**config.mk**
```make
export PLATFORM = sky130hd
export DESIGN_NAME = noc_pkt_inject
export DESIGN_NICKNAME = d
export VERILOG_FILES = /design/src/rtl/noc_pkg.sv /design/src/rtl/noc_req_fifo.sv /design/src/rtl/noc_pkt_inject.sv
export SDC_FILE = /design/constraint.sdc
export NUM_CORES = 1
export LEC_CHECK = 0
export BUFFER_PORTS_ARGS = -buffer_cell sky130_fd_sc_hd__buf_2
export CORE_MARGIN = 3
export CORE_UTILIZATION = 57
export DETAILED_ROUTE_END_ITERATION = 8
export GPL_TIMING_DRIVEN = 0
export MAX_ROUTING_LAYER = met4
export PLACE_DENSITY = 0.79
export SYNTH_ARGS = -nofsm -noshare
export SYNTH_HDL_FRONTEND = slang
export SYNTH_SLANG_ARGS = --single-unit
```
**constraint.sdc**
```tcl
create_clock -name clk -period 4.3 [get_ports clk]
set_input_delay 0 -clock clk [delete_from_list [all_inputs] [get_ports clk]]
set_output_delay 0 -clock clk [all_outputs]
set_load 0.05 [all_outputs]
```
**src/rtl/noc_pkg.sv**
```systemverilog
// Shared definitions for the NoC packet injector.
// - flit_type_e : 2-bit flit type codes carried in the TYPE field.
// - *_LSB/*_MSB : flit field positions (HEAD uses DST/SRC/VCH, body flits use IDX/TS).
// - flit_t      : 32-bit flit layout; the [15:12] tag holds VCH on HEAD and idx on body flits.
// - pkt_req_t   : queued packet request {dst, vch, len}, sized for the widest supported config.
package noc_pkg;

  typedef enum logic [1:0] {
    FlitData     = 2'd0,
    FlitHead     = 2'd1,
    FlitTail     = 2'd2,
    FlitHeadTail = 2'd3
  } flit_type_e;

  localparam int unsigned TYPE_LSB = 0;
  localparam int unsigned TYPE_MSB = 1;
  localparam int unsigned DST_LSB  = 4;
  localparam int unsigned DST_MSB  = 7;
  localparam int unsigned SRC_LSB  = 8;
  localparam int unsigned SRC_MSB  = 11;
  localparam int unsigned VCH_LSB  = 12;
  localparam int unsigned VCH_MSB  = 15;
  localparam int unsigned IDX_LSB  = 12;
  localparam int unsigned IDX_MSB  = 15;
  localparam int unsigned TS_LSB   = 16;
  localparam int unsigned TS_MSB   = 31;

  // Request fields are stored at their maximum widths; the top truncates on read.
  localparam int unsigned REQ_VCHW = 4;
  localparam int unsigned REQ_LENW = 16;

  typedef struct packed {
    logic [15:0] ts;
    logic [3:0]  tag;
    logic [3:0]  src;
    logic [3:0]  dst;
    logic [1:0]  rsvd;
    flit_type_e  ftype;
  } flit_t;

  typedef struct packed {
    logic [3:0]          dst;
    logic [REQ_VCHW-1:0] vch;
    logic [REQ_LENW-1:0] len;
  } pkt_req_t;

endpackage

```
**src/rtl/noc_req_fifo.sv**
```systemverilog
// Synchronous FIFO of packet requests.
// Ports: clk, rst_ (sync active-high), push/wdata, pop/rdata, full, empty, count.
// A push while full is refused even when a pop happens on the same edge.
module noc_req_fifo
  import noc_pkg::*;
#(
  parameter int unsigned DEPTH = 4
) (
  input  logic                     clk,
  input  logic                     rst_,
  input  logic                     push,
  input  pkt_req_t                 wdata,
  input  logic                     pop,
  output pkt_req_t                 rdata,
  output logic                     full,
  output logic                     empty,
  output logic [$clog2(DEPTH):0]   count
);

  localparam int unsigned PTRW = $clog2(DEPTH);
  localparam logic [PTRW:0] FULL_CNT = DEPTH[PTRW:0];

  pkt_req_t        mem_q [DEPTH];
  logic [PTRW-1:0] wptr_q, rptr_q;
  logic [PTRW:0]   count_q;
  logic            do_push, do_pop;

  assign full    = (count_q == FULL_CNT);
  assign empty   = (count_q == '0);
  assign count   = count_q;
  assign rdata   = mem_q[rptr_q];
  assign do_pop  = pop && !empty;
  assign do_push = push && !full;

  always_ff @(posedge clk) begin
    if (do_push) begin
      mem_q[wptr_q] <= wdata;
    end
  end

  always_ff @(posedge clk) begin
    if (rst_) begin
      wptr_q  <= '0;
      rptr_q  <= '0;
      count_q <= '0;
    end else begin
      if (do_push) wptr_q <= wptr_q + 1'b1;
      if (do_pop)  rptr_q <= rptr_q + 1'b1;
      if (do_push && !do_pop)      count_q <= count_q + 1'b1;
      else if (do_pop && !do_push) count_q <= count_q - 1'b1;
    end
  end

endmodule

```
**src/rtl/noc_pkt_inject.sv**
```systemverilog
// Packet injector for a router's local input port.
// Ports: clk, rst_ (sync active-high); req_valid/req_ready/req_dst/req_vch/req_len request
// interface; ordy per-VC router ready; odata/ovalid/ovch flit stream; busy; flit_cnt,
// pkt_cnt, drop_cnt statistics.
module noc_pkt_inject
  import noc_pkg::*;
#(
  parameter int unsigned FLITW     = 32,
  parameter int unsigned VCH_NUM   = 2,
  parameter int unsigned SRC_ID    = 0,
  parameter int unsigned REQ_DEPTH = 4,
  parameter int unsigned LENW      = 6,
  localparam int unsigned VCHW     = (VCH_NUM > 1) ? $clog2(VCH_NUM) : 1
) (
  input  logic               clk,
  input  logic               rst_,
  input  logic               req_valid,
  output logic               req_ready,
  input  logic [3:0]         req_dst,
  input  logic [VCHW-1:0]    req_vch,
  input  logic [LENW-1:0]    req_len,
  input  logic [VCH_NUM-1:0] ordy,
  output logic [FLITW-1:0]   odata,
  output logic               ovalid,
  output logic [VCHW-1:0]    ovch,
  output logic               busy,
  output logic [31:0]        flit_cnt,
  output logic [31:0]        pkt_cnt,
  output logic [15:0]        drop_cnt
);

  typedef enum logic [1:0] {StIdle, StWait, StSend} state_e;

  state_e                      state_q, state_d;
  logic [3:0]                  dst_q;
  logic [VCHW-1:0]             vch_q;
  logic [LENW-1:0]             len_q, idx_q, idx_d;
  logic [15:0]                 ts_q, timestamp_q;
  logic [FLITW-1:0]            odata_q;
  logic                        ovalid_q;
  logic [VCHW-1:0]             ovch_q;
  logic [31:0]                 flit_cnt_q, pkt_cnt_q;
  logic [15:0]                 drop_cnt_q;

  pkt_req_t                    fifo_wdata, fifo_rdata;
  logic                        fifo_full, fifo_empty;
  logic [$clog2(REQ_DEPTH):0]  fifo_count;
  logic [LENW-1:0]             rd_len;
  logic                        pop, latch, drop, emit, last, free;
  flit_t                       flit_d;
  logic                        unused_rdata;

  assign fifo_wdata.dst = req_dst;
  assign fifo_wdata.vch = REQ_VCHW'(req_vch);
  assign fifo_wdata.len = REQ_LENW'(req_len);
  assign rd_len         = fifo_rdata.len[LENW-1:0];
  assign unused_rdata   = ^{fifo_rdata.vch, fifo_rdata.len};

  noc_req_fifo #(
    .DEPTH (REQ_DEPTH)
  ) u_fifo (
    .clk   (clk),
    .rst_  (rst_),
    .push  (req_valid),
    .wdata (fifo_wdata),
    .pop   (pop),
    .rdata (fifo_rdata),
    .full  (fifo_full),
    .empty (fifo_empty),
    .count (fifo_count)
  );

  assign req_ready = !fifo_full;
  assign busy      = (fifo_count != '0) || (state_q != StIdle);
  assign odata     = odata_q;
  assign ovalid    = ovalid_q;
  assign ovch      = ovch_q;
  assign flit_cnt  = flit_cnt_q;
  assign pkt_cnt   = pkt_cnt_q;
  assign drop_cnt  = drop_cnt_q;

  always_comb begin
    state_d = state_q;
    idx_d   = idx_q;
    pop     = 1'b0;
    latch   = 1'b0;
    drop    = 1'b0;
    emit    = 1'b0;
    last    = 1'b0;
    free    = 1'b0;
    flit_d  = '0;
    unique case (state_q)
      StIdle: free = 1'b1;
      StWait: begin
        // Packet-level flow control: only the HEAD waits on ordy.
        if (ordy[vch_q]) begin
          emit         = 1'b1;
          flit_d.ftype = (len_q == LENW'(1)) ? FlitHeadTail : FlitHead;
          flit_d.dst   = dst_q;
          flit_d.src   = 4'(SRC_ID);
          flit_d.tag   = 4'(vch_q);
          idx_d        = LENW'(1);
          if (len_q == LENW'(1)) last = 1'b1;
          else                   state_d = StSend;
        end
      end
      StSend: begin
        emit         = 1'b1;
        last         = (idx_q == len_q - 1'b1);
        flit_d.ftype = last ? FlitTail : FlitData;
        flit_d.tag   = idx_q[3:0];
        flit_d.ts    = ts_q;
        idx_d        = idx_q + 1'b1;
      end
      default: state_d = StIdle;
    endcase

    // The edge carrying the last flit may already pop the next request.
    free = free | last;
    if (free) begin
      state_d = StIdle;
      if (!fifo_empty) begin
        pop = 1'b1;
        if (rd_len == '0) begin
          drop = 1'b1;
        end else begin
          latch   = 1'b1;
          state_d = StWait;
        end
      end
    end
  end

  always_ff @(posedge clk) begin
    if (rst_) begin
      state_q     <= StIdle;
      dst_q       <= '0;
      vch_q       <= '0;
      len_q       <= '0;
      idx_q       <= '0;
      ts_q        <= '0;
      timestamp_q <= '0;
      odata_q     <= '0;
      ovalid_q    <= 1'b0;
      ovch_q      <= '0;
      flit_cnt_q  <= '0;
      pkt_cnt_q   <= '0;
      drop_cnt_q  <= '0;
    end else begin
      state_q     <= state_d;
      idx_q       <= idx_d;
      timestamp_q <= timestamp_q + 1'b1;
      ovalid_q    <= emit;
      odata_q     <= emit ? FLITW'(flit_d) : '0;
      ovch_q      <= emit ? vch_q : '0;
      if (latch) begin
        dst_q <= fifo_rdata.dst;
        vch_q <= fifo_rdata.vch[VCHW-1:0];
        len_q <= rd_len;
        ts_q  <= timestamp_q;
      end
      if (emit) flit_cnt_q <= flit_cnt_q + 32'd1;
      if (last) pkt_cnt_q <= pkt_cnt_q + 32'd1;
      if (drop && (drop_cnt_q != 16'hFFFF)) drop_cnt_q <= drop_cnt_q + 16'd1;
    end
  end

endmodule

```
==> reports/qor.csv, run 1 <==
stage,metric,value,unit
min_path,HP Start,ordy[0],
floorplanning,Initial Utilization,59.52,%
final_layout,area added between synthesis and finish,19.66,%
timing,Worst slew margin,56.23,%
yosys,Synth Area in XOR/XNOR,4.277,%
cts,CTS tree,yes,
yosys,Post-synth top flop,dfxtp_1,
floorplanning,die area,0.01773,sq mm
timing,Worst Tran Pin Value,0.6484,ns
timing,highest clock rate,0.2557,GHz
yosys,synth unique cells,52,
critical_path,crit-path cells,"inv_1, ha_1, nand2b_1, a21oi_1, o311ai_0, o21ai_1, clkbuf_1, nor2_1, inv_1, ha_1, inv_1, fa_1, xor2_1, or3_1, a21oi_1",
yosys,"Async S/R FF share, synth",0,%
timing,setup TNS,0,ns
route,Avg WL per Cell,16.39,microns
place,hpwl dp,15.24,mm
floorplanning,Die Y,133.2,microns
cts,clock tree buffer depth,3,
floorplanning,I/O pins,132,
min_path,min-delay worst type,primary input to flop,
route,First-pass DRT Iterations,5,
final_layout,ant diodes,0,
final_layout,"most common cell after layout, fill and taps aside",dfxtp_1,
cts,CTS root buffer,clkbuf_16,
cts,setup bufs post-CTS,0,
place,GP Congestion,0.8447,
critical_path,Critical Path Fanout Max,10,
yosys,Synth Area in Compound Gates,12.36,%
route,number of routed nets with antenna violations,0,
floorplanning,core area,0.01548,sq mm
final_layout,"commonest non-fill, non-tap cells in the layout","dfxtp_1 (168), buf_2 (127), a21oi_1 (88)",
power_and_ir_drop,Pleak,0.004147,uW
timing,Final Hold Fails,0,
global_routing,GRT Overall Usage,24.86,%
run,max_cap viols,0,
cts,H-tree depth,1,
cts,"CTS clk-pin slew, worst paths",0.06,ns
critical_path,CP Launch Type,flop,
critical_path,Register-to-Register Path Depth,15,
floorplanning,Die X,133.2,microns
yosys,post-synthesis adder-cell area fraction,2.390,%
timing,Layout Skew,0.01208,ns
power_and_ir_drop,PwrDens,494.1,mW/mm^2
final_layout,final core occ,71.22,%
critical_path,RR Endpoint,u_fifo.count[2],
place,port buffer count,125,
yosys,Syn Area/Cell,9.639,sq um
place,dpl ws,0.5734,ns
critical_path,WP data arrival,4.34,ns
critical_path,crit path max-delay cell type,dfxtp_1,
route,final WL,22.14,mm
floorplanning,Rows,45,
yosys,Syn Inst Count,956,
global_routing,vias in the first global route,7260,
yosys,post-synthesis mux area share,4.453,%
cts,CTS buffer count,22,
global_routing,grt total ovfl,0,
final_layout,Final nets,1157,
global_routing,global-route wire length before repair,35.98,mm
critical_path,critical path required time,4.73,ns
timing,unrepaired setup endpoints after global routing,false,
route,1st-iter DRT viols,571,
yosys,mapped cell area,0.009215,sq mm
cts,CTS Sinks,212,
route,total number of vias,7847,
critical_path,nature of the critical path endpoint,flop,
route,vias per cell,5.808,
timing,max-slew violations,0,
power_and_ir_drop,Peak VDD IR,0.4001,mV
cts,CTS resizes,0,
final_layout,share of cells above drive strength 1,17.11,%
yosys,Synth Area in Simple Gates,21.67,%
critical_path,Reg-to-Reg Start,len_q[0],
yosys,Yosys warning count,0,
cts,"Hold-fix buffers, CTS",14,
yosys,Yosys reg bits,212,
yosys,post-synthesis sequential area ratio,50.84,%
global_routing,initial antenna violation count,0,
yosys,largest family of logic cells by synthesized area,simple AND/OR/NAND/NOR gates,
timing,final worst path period share,90.95,%
critical_path,"Top cell by count, worst path",inv_1,
min_path,Worst Hold Depth,4,
critical_path,kind of critical path,flop to flop,
timing,Final setup viols,0,
critical_path,R2R setup slack,0.39,ns
timing,fin worst setup slack,0.3892,ns
timing,final hold slack,0.08007,ns
route,DRC violations left,0,
outcome,status,"finished, final reports clean",
global_routing,largest net degree at the start of global routing,15,
min_path,Worst Hold End,idx_q[0],
critical_path,Crit path largest cell delay,0.47,ns
timing,"Min Clock Period, post-route",3.911,ns
cts,Clock Latency Late Sink,0.50,ns
yosys,"EDFF count, synth",44,
[power by group]
part | switching (uW) | internal [uW] | total, uW
logic | 815 | 396 | 1210
clock network | 759 | 1200 | 1960
registers | 111 | 2170 | 2280
total | 1690 | 3760 | 5450
[critical path: cells and delay by family (launching register included)]
kind	cells	cell delay (ns)
XOR/XNOR	1	0.17
AO/OA/AOI/OAI	4	1.11
buffers and inverters	4	0.65
AND/OR/NAND/NOR	3	0.59
flip-flops	1	0.47
adder cells (fa/ha/maj)	3	0.83
[cell families after synthesis]
logic type | count (synthesis)
XOR/XNOR | 45
other | 1
buffers and inverters | 89
AND/OR/NAND/NOR | 371
flip-flops | 212
AO/OA/AOI/OAI | 195
adder cells (fa/ha/maj) | 17
multiplexers | 26
[worst max-delay path by stage]
stage | slack [ns] | end | start | cells past startpoint
after global placement | 0.64 | u_fifo.count[2] | len_q[0] | 15
after detailed placement | 0.57 | u_fifo.count[2] | len_q[0] | 15
after floorplan | 1.15 | u_fifo.count[2] | len_q[0] | 15
final | 0.39 | u_fifo.count[2] | len_q[0] | 15
after global routing | 0.16 | u_fifo.count[2] | len_q[0] | 15
after CTS | 0.41 | u_fifo.count[2] | len_q[0] | 15
[registers in the layout (all words and copies together) (netlist names), 4 cells and up, named ones only]
signal        count
idx_q             6
ts_q             16
flit_cnt         32
len_q             6
timestamp_q      16
odata            26
dst_q             4
pkt_cnt          32
u_fifo.mem_q     44
drop_cnt         16
[stage by stage]
step | instances | cell area, sq um | total power, uW
CTS | 1351 | 11030 | 5456
detailed placement | 1297 | 10120 | 3487
floorplan | 961 | 9234 | 3179
global route | 1351 | 11030 | 5699
global placement | 1297 | 10120 | 3454
finish | 1351 | 11030 | 5448
[metal layers]
layer,wire [microns],GRT usage [%],vias to the layer above,share of wire (%)
met3,1354,3.852,29,6.1
li1,-,-,3816,-
met4,324,6.057,0,1.5
met5,0,-,-,0
met1,9658,32.51,3737,44
met2,10800,41.06,265,49
[layout make-up]
| cell class | instances | area [sq um] |
|---|---|---|
| Sequential cell | 212 | 4684 |
| Multi-Input combinational cell | 660 | 4183 |
| Buffer | 62 | 265.3 |
| Clock inverter | 4 | 45.04 |
| Tap cell | 211 | 264.0 |
| Fill cell | 1156 | 4457 |
| Inverter | 27 | 101.3 |
| Clock buffer | 36 | 718.2 |
| Timing Repair Buffer | 139 | 765.7 |
[Yosys cell counts, drive strengths merged (13+ instances only)]
library cell	number	share of area [%]
a21oi	88	4.8
and2	26	1.8
and3	20	1.4
clkbuf	51	2.1
dfxtp	168	36
edfxtp	44	14
ha	16	2.2
inv	27	1.1
nand2	47	1.9
nand3	62	3.4
nand4	20	1.4
nor2	75	3.1
nor2b	13	0.88
nor3	15	0.81
nor4	18	1.2
o21ai	55	3.0
o31ai	32	2.6
or3	26	1.8
or4	32	2.6
xnor2	24	2.3
xor2	21	2.0
Power figures use the tool's default switching activity.
==> inputs of run 2 (changes only) <==
ABC_AREA = 1   (was not set)
==> reports/qor.csv, run 2 <==
stage,metric,value,unit
timing,"Min Clock Period, post-route",3.123,ns
critical_path,nature of the critical path endpoint,flop,
timing,setup TNS,0,ns
power_and_ir_drop,internal power,3941,uW
outcome,status,"finished, final reports clean",
yosys,Yosys reg bits,212,
place,port buffer count,125,
power_and_ir_drop,PwrDens,492.6,mW/mm^2
final_layout,"most common cell after layout, fill and taps aside",nand2_1,
final_layout,Reg with most FFs,u_fifo.mem_q,
cts,H-tree depth,1,
place,DP Area,0.01075,sq mm
yosys,"Async S/R FF share, synth",0,%
timing,Layout Skew,0.007421,ns
power_and_ir_drop,NetSw,1827,uW
yosys,mapped cell area,0.009833,sq mm
final_layout,"commonest non-fill, non-tap cells in the layout","nand2_1 (289), dfxtp_1 (168), buf_2 (135)",
timing,Final Hold Fails,0,
timing,Worst Tran Pin Value,1.110,ns
final_layout,Final nets,1473,
timing,Worst slew margin,25.72,%
yosys,Syn Area/Cell,7.730,sq um
route,First-pass DRT Iterations,5,
power_and_ir_drop,Net Sw Frac,31.68,%
min_path,min-delay worst type,primary input to flop,
yosys,"EDFF count, synth",44,
final_layout,area added between synthesis and finish,19.09,%
cts,CTS tree,yes,
floorplanning,Initial Utilization,58.67,%
critical_path,R2R setup slack,1.18,ns
yosys,most common cell in the synthesized netlist,nand2_1,
yosys,Post-synth top flop,dfxtp_1,
final_layout,final core occ,69.87,%
cts,setup bufs post-CTS,0,
run,max_cap viols,0,
global_routing,GRT Overall Usage,27.34,%
power_and_ir_drop,Clk pwr share,36.9,%
power_and_ir_drop,Pwr Total,5768,uW
final_layout,area taken by flip-flops and latches,0.004684,sq mm
critical_path,WP data arrival,3.51,ns
global_routing,initial antenna violation count,0,
yosys,Syn Inst Count,1272,
floorplanning,I/O pins,132,
route,vias per cell,5.345,
timing,highest clock rate,0.3202,GHz
route,final WL,25.23,mm
critical_path,"Top cell by count, worst path",nand2_1,
power_and_ir_drop,Peak VDD IR,0.4488,mV
route,total number of vias,8953,
yosys,post-synthesis sequential area ratio,47.64,%
floorplanning,Rows,47,
timing,final worst path period share,72.64,%
timing,Final setup viols,0,
critical_path,kind of critical path,flop to flop,
yosys,Yosys warning count,0,
critical_path,Crit path largest cell delay,0.44,ns
global_routing,global-route wire length before repair,40.50,mm
critical_path,Critical Path Fanout Max,10,
cts,clock tree buffer depth,3,
cts,CTS buffer count,22,
global_routing,grt total ovfl,0,
yosys,"area leader, netlist",dfxtp_1,
cts,Clock Latency Late Sink,0.50,ns
route,DRC violations left,0,
final_layout,final instance area,0.01171,sq mm
yosys,largest cells by area after synthesis,"dfxtp_1 (34%), edfxtp_1 (13%), nand2_1 (11%), a21oi_1 (6.1%), inv_1 (5.1%)",
yosys,top-area cell type share of the netlist area,34.20,%
timing,max-slew violations,0,
power_and_ir_drop,Pleak,0.004728,uW
global_routing,largest net degree at the start of global routing,15,
yosys,Commonest cells post-synth,"nand2_1 (289), dfxtp_1 (168), inv_1 (133)",
route,Avg WL per Cell,15.07,microns
final_layout,max FFs per register,44,
critical_path,crit-path cells,"inv_1, ha_1, or2_0, nand3_1, nand2_1, nor2_1, nand2_1, nand2_1, nand2_2, nand2_4, buf_6, nand2_1, ha_1, inv_1, fa_1, o21ai_0, a21oi_1",
cts,CTS Sinks,212,
critical_path,CP Launch Type,flop,
final_layout,ant diodes,0,
power_and_ir_drop,Logic pwr share,23.6,%
timing,final hold slack,0.06361,ns
yosys,synth unique cells,41,
timing,unrepaired setup endpoints after global routing,false,
final_layout,Multi-input gate area,0.004369,sq mm
floorplanning,Die Y,137.3,microns
route,1st-iter DRT viols,776,
floorplanning,die area,0.01886,sq mm
critical_path,critical path required time,4.69,ns
final_layout,Layout fillers,1333,
final_layout,share of cells above drive strength 1,14.09,%
cts,"CTS clk-pin slew, worst paths",0.06,ns
floorplanning,Die X,137.3,microns
global_routing,vias in the first global route,8299,
power_and_ir_drop,sequential share of power,39.5,%
cts,CTS root buffer,clkbuf_16,
floorplanning,core area,0.01676,sq mm
critical_path,crit path max-delay cell type,fa_1,
route,number of routed nets with antenna violations,0,
place,hpwl dp,18.17,mm
place,GP Congestion,0.9826,
run 2: path summary, 6_finish.rpt:
| path | start | end | cells after the start |
|---|---|---|---|
| hold / removal | ordy[0] | idx_q[0] | 6 |
| setup reg to reg | len_q[0] | u_fifo.count[1] | 17 |
| hold reg to reg | ts_q[7] | odata[23] | 2 |
| setup / recovery | len_q[0] | u_fifo.count[1] | 17 |
run 2: power groups by stage:
stage          logic [uW]  registers, uW  clock network, uW
2_1_floorplan         993           2300                  0
3_3_place_gp         1290           2310                  0
3_5_place_dp         1320           2320                  0
4_1_cts              1350           2280               2150
5_1_grt              1510           2290               2230
6_report             1360           2280               2130
run 2: logic make-up (layout without fill, tap and decap cells):
family                   after synthesis  count (layout)  share of synthesized area (%)
XOR/XNOR                              56              56                          4.988
AND/OR/NAND/NOR                      612             612                          27.22
flip-flops                           212             212                          47.64
AO/OA/AOI/OAI                        184             184                          9.760
other                                  1               6                        0.03814
buffers and inverters                190             368                          8.118
adder cells (fa/ha/maj)               17              17                          2.239
run 2: final cells by class:
cell class                      instances  area share (%)
Clock buffer                           25           5.065
Sequential cell                       212           40.00
Buffer                                 50           2.329
Inverter                              140           4.488
Tap cell                              220           2.351
Timing Repair Buffer                  139           6.539
Multi-Input combinational cell        875           37.31
Clock inverter                         14           1.913
run 2: per-layer routing:
metal,global-route usage [%],vias to the layer above,part of all wire (%)
li1,-,4488,-
met1,36.43,4090,44
met2,43.13,322,46
met3,4.492,53,6.6
met4,8.370,0,2.5
met5,-,-,0
run 2: timing repair:
| item | CTS | global route |
|---|---|---|
| hold buffers | 14 | 0 |
| endpoints found under the hold margin | 52 | 0 |
| gates resized for setup | 0 | 0 |
run 2: stage by stage:
step,std cells,worst slack (ns)
6_report,1675,1.177
5_1_grt,1675,0.8418
4_1_cts,1675,1.168
3_5_place_dp,1622,1.263
3_3_place_gp,1622,1.295
2_1_floorplan,1277,1.647
run 2: worst max-delay path: cells and delay by family, from the launching register on:
family          cells  cell delay, ns
buf+inv             3            0.40
simple gates        9            1.09
flops               1            0.37
compound gates      2            0.28
fa+ha+maj           3            0.89
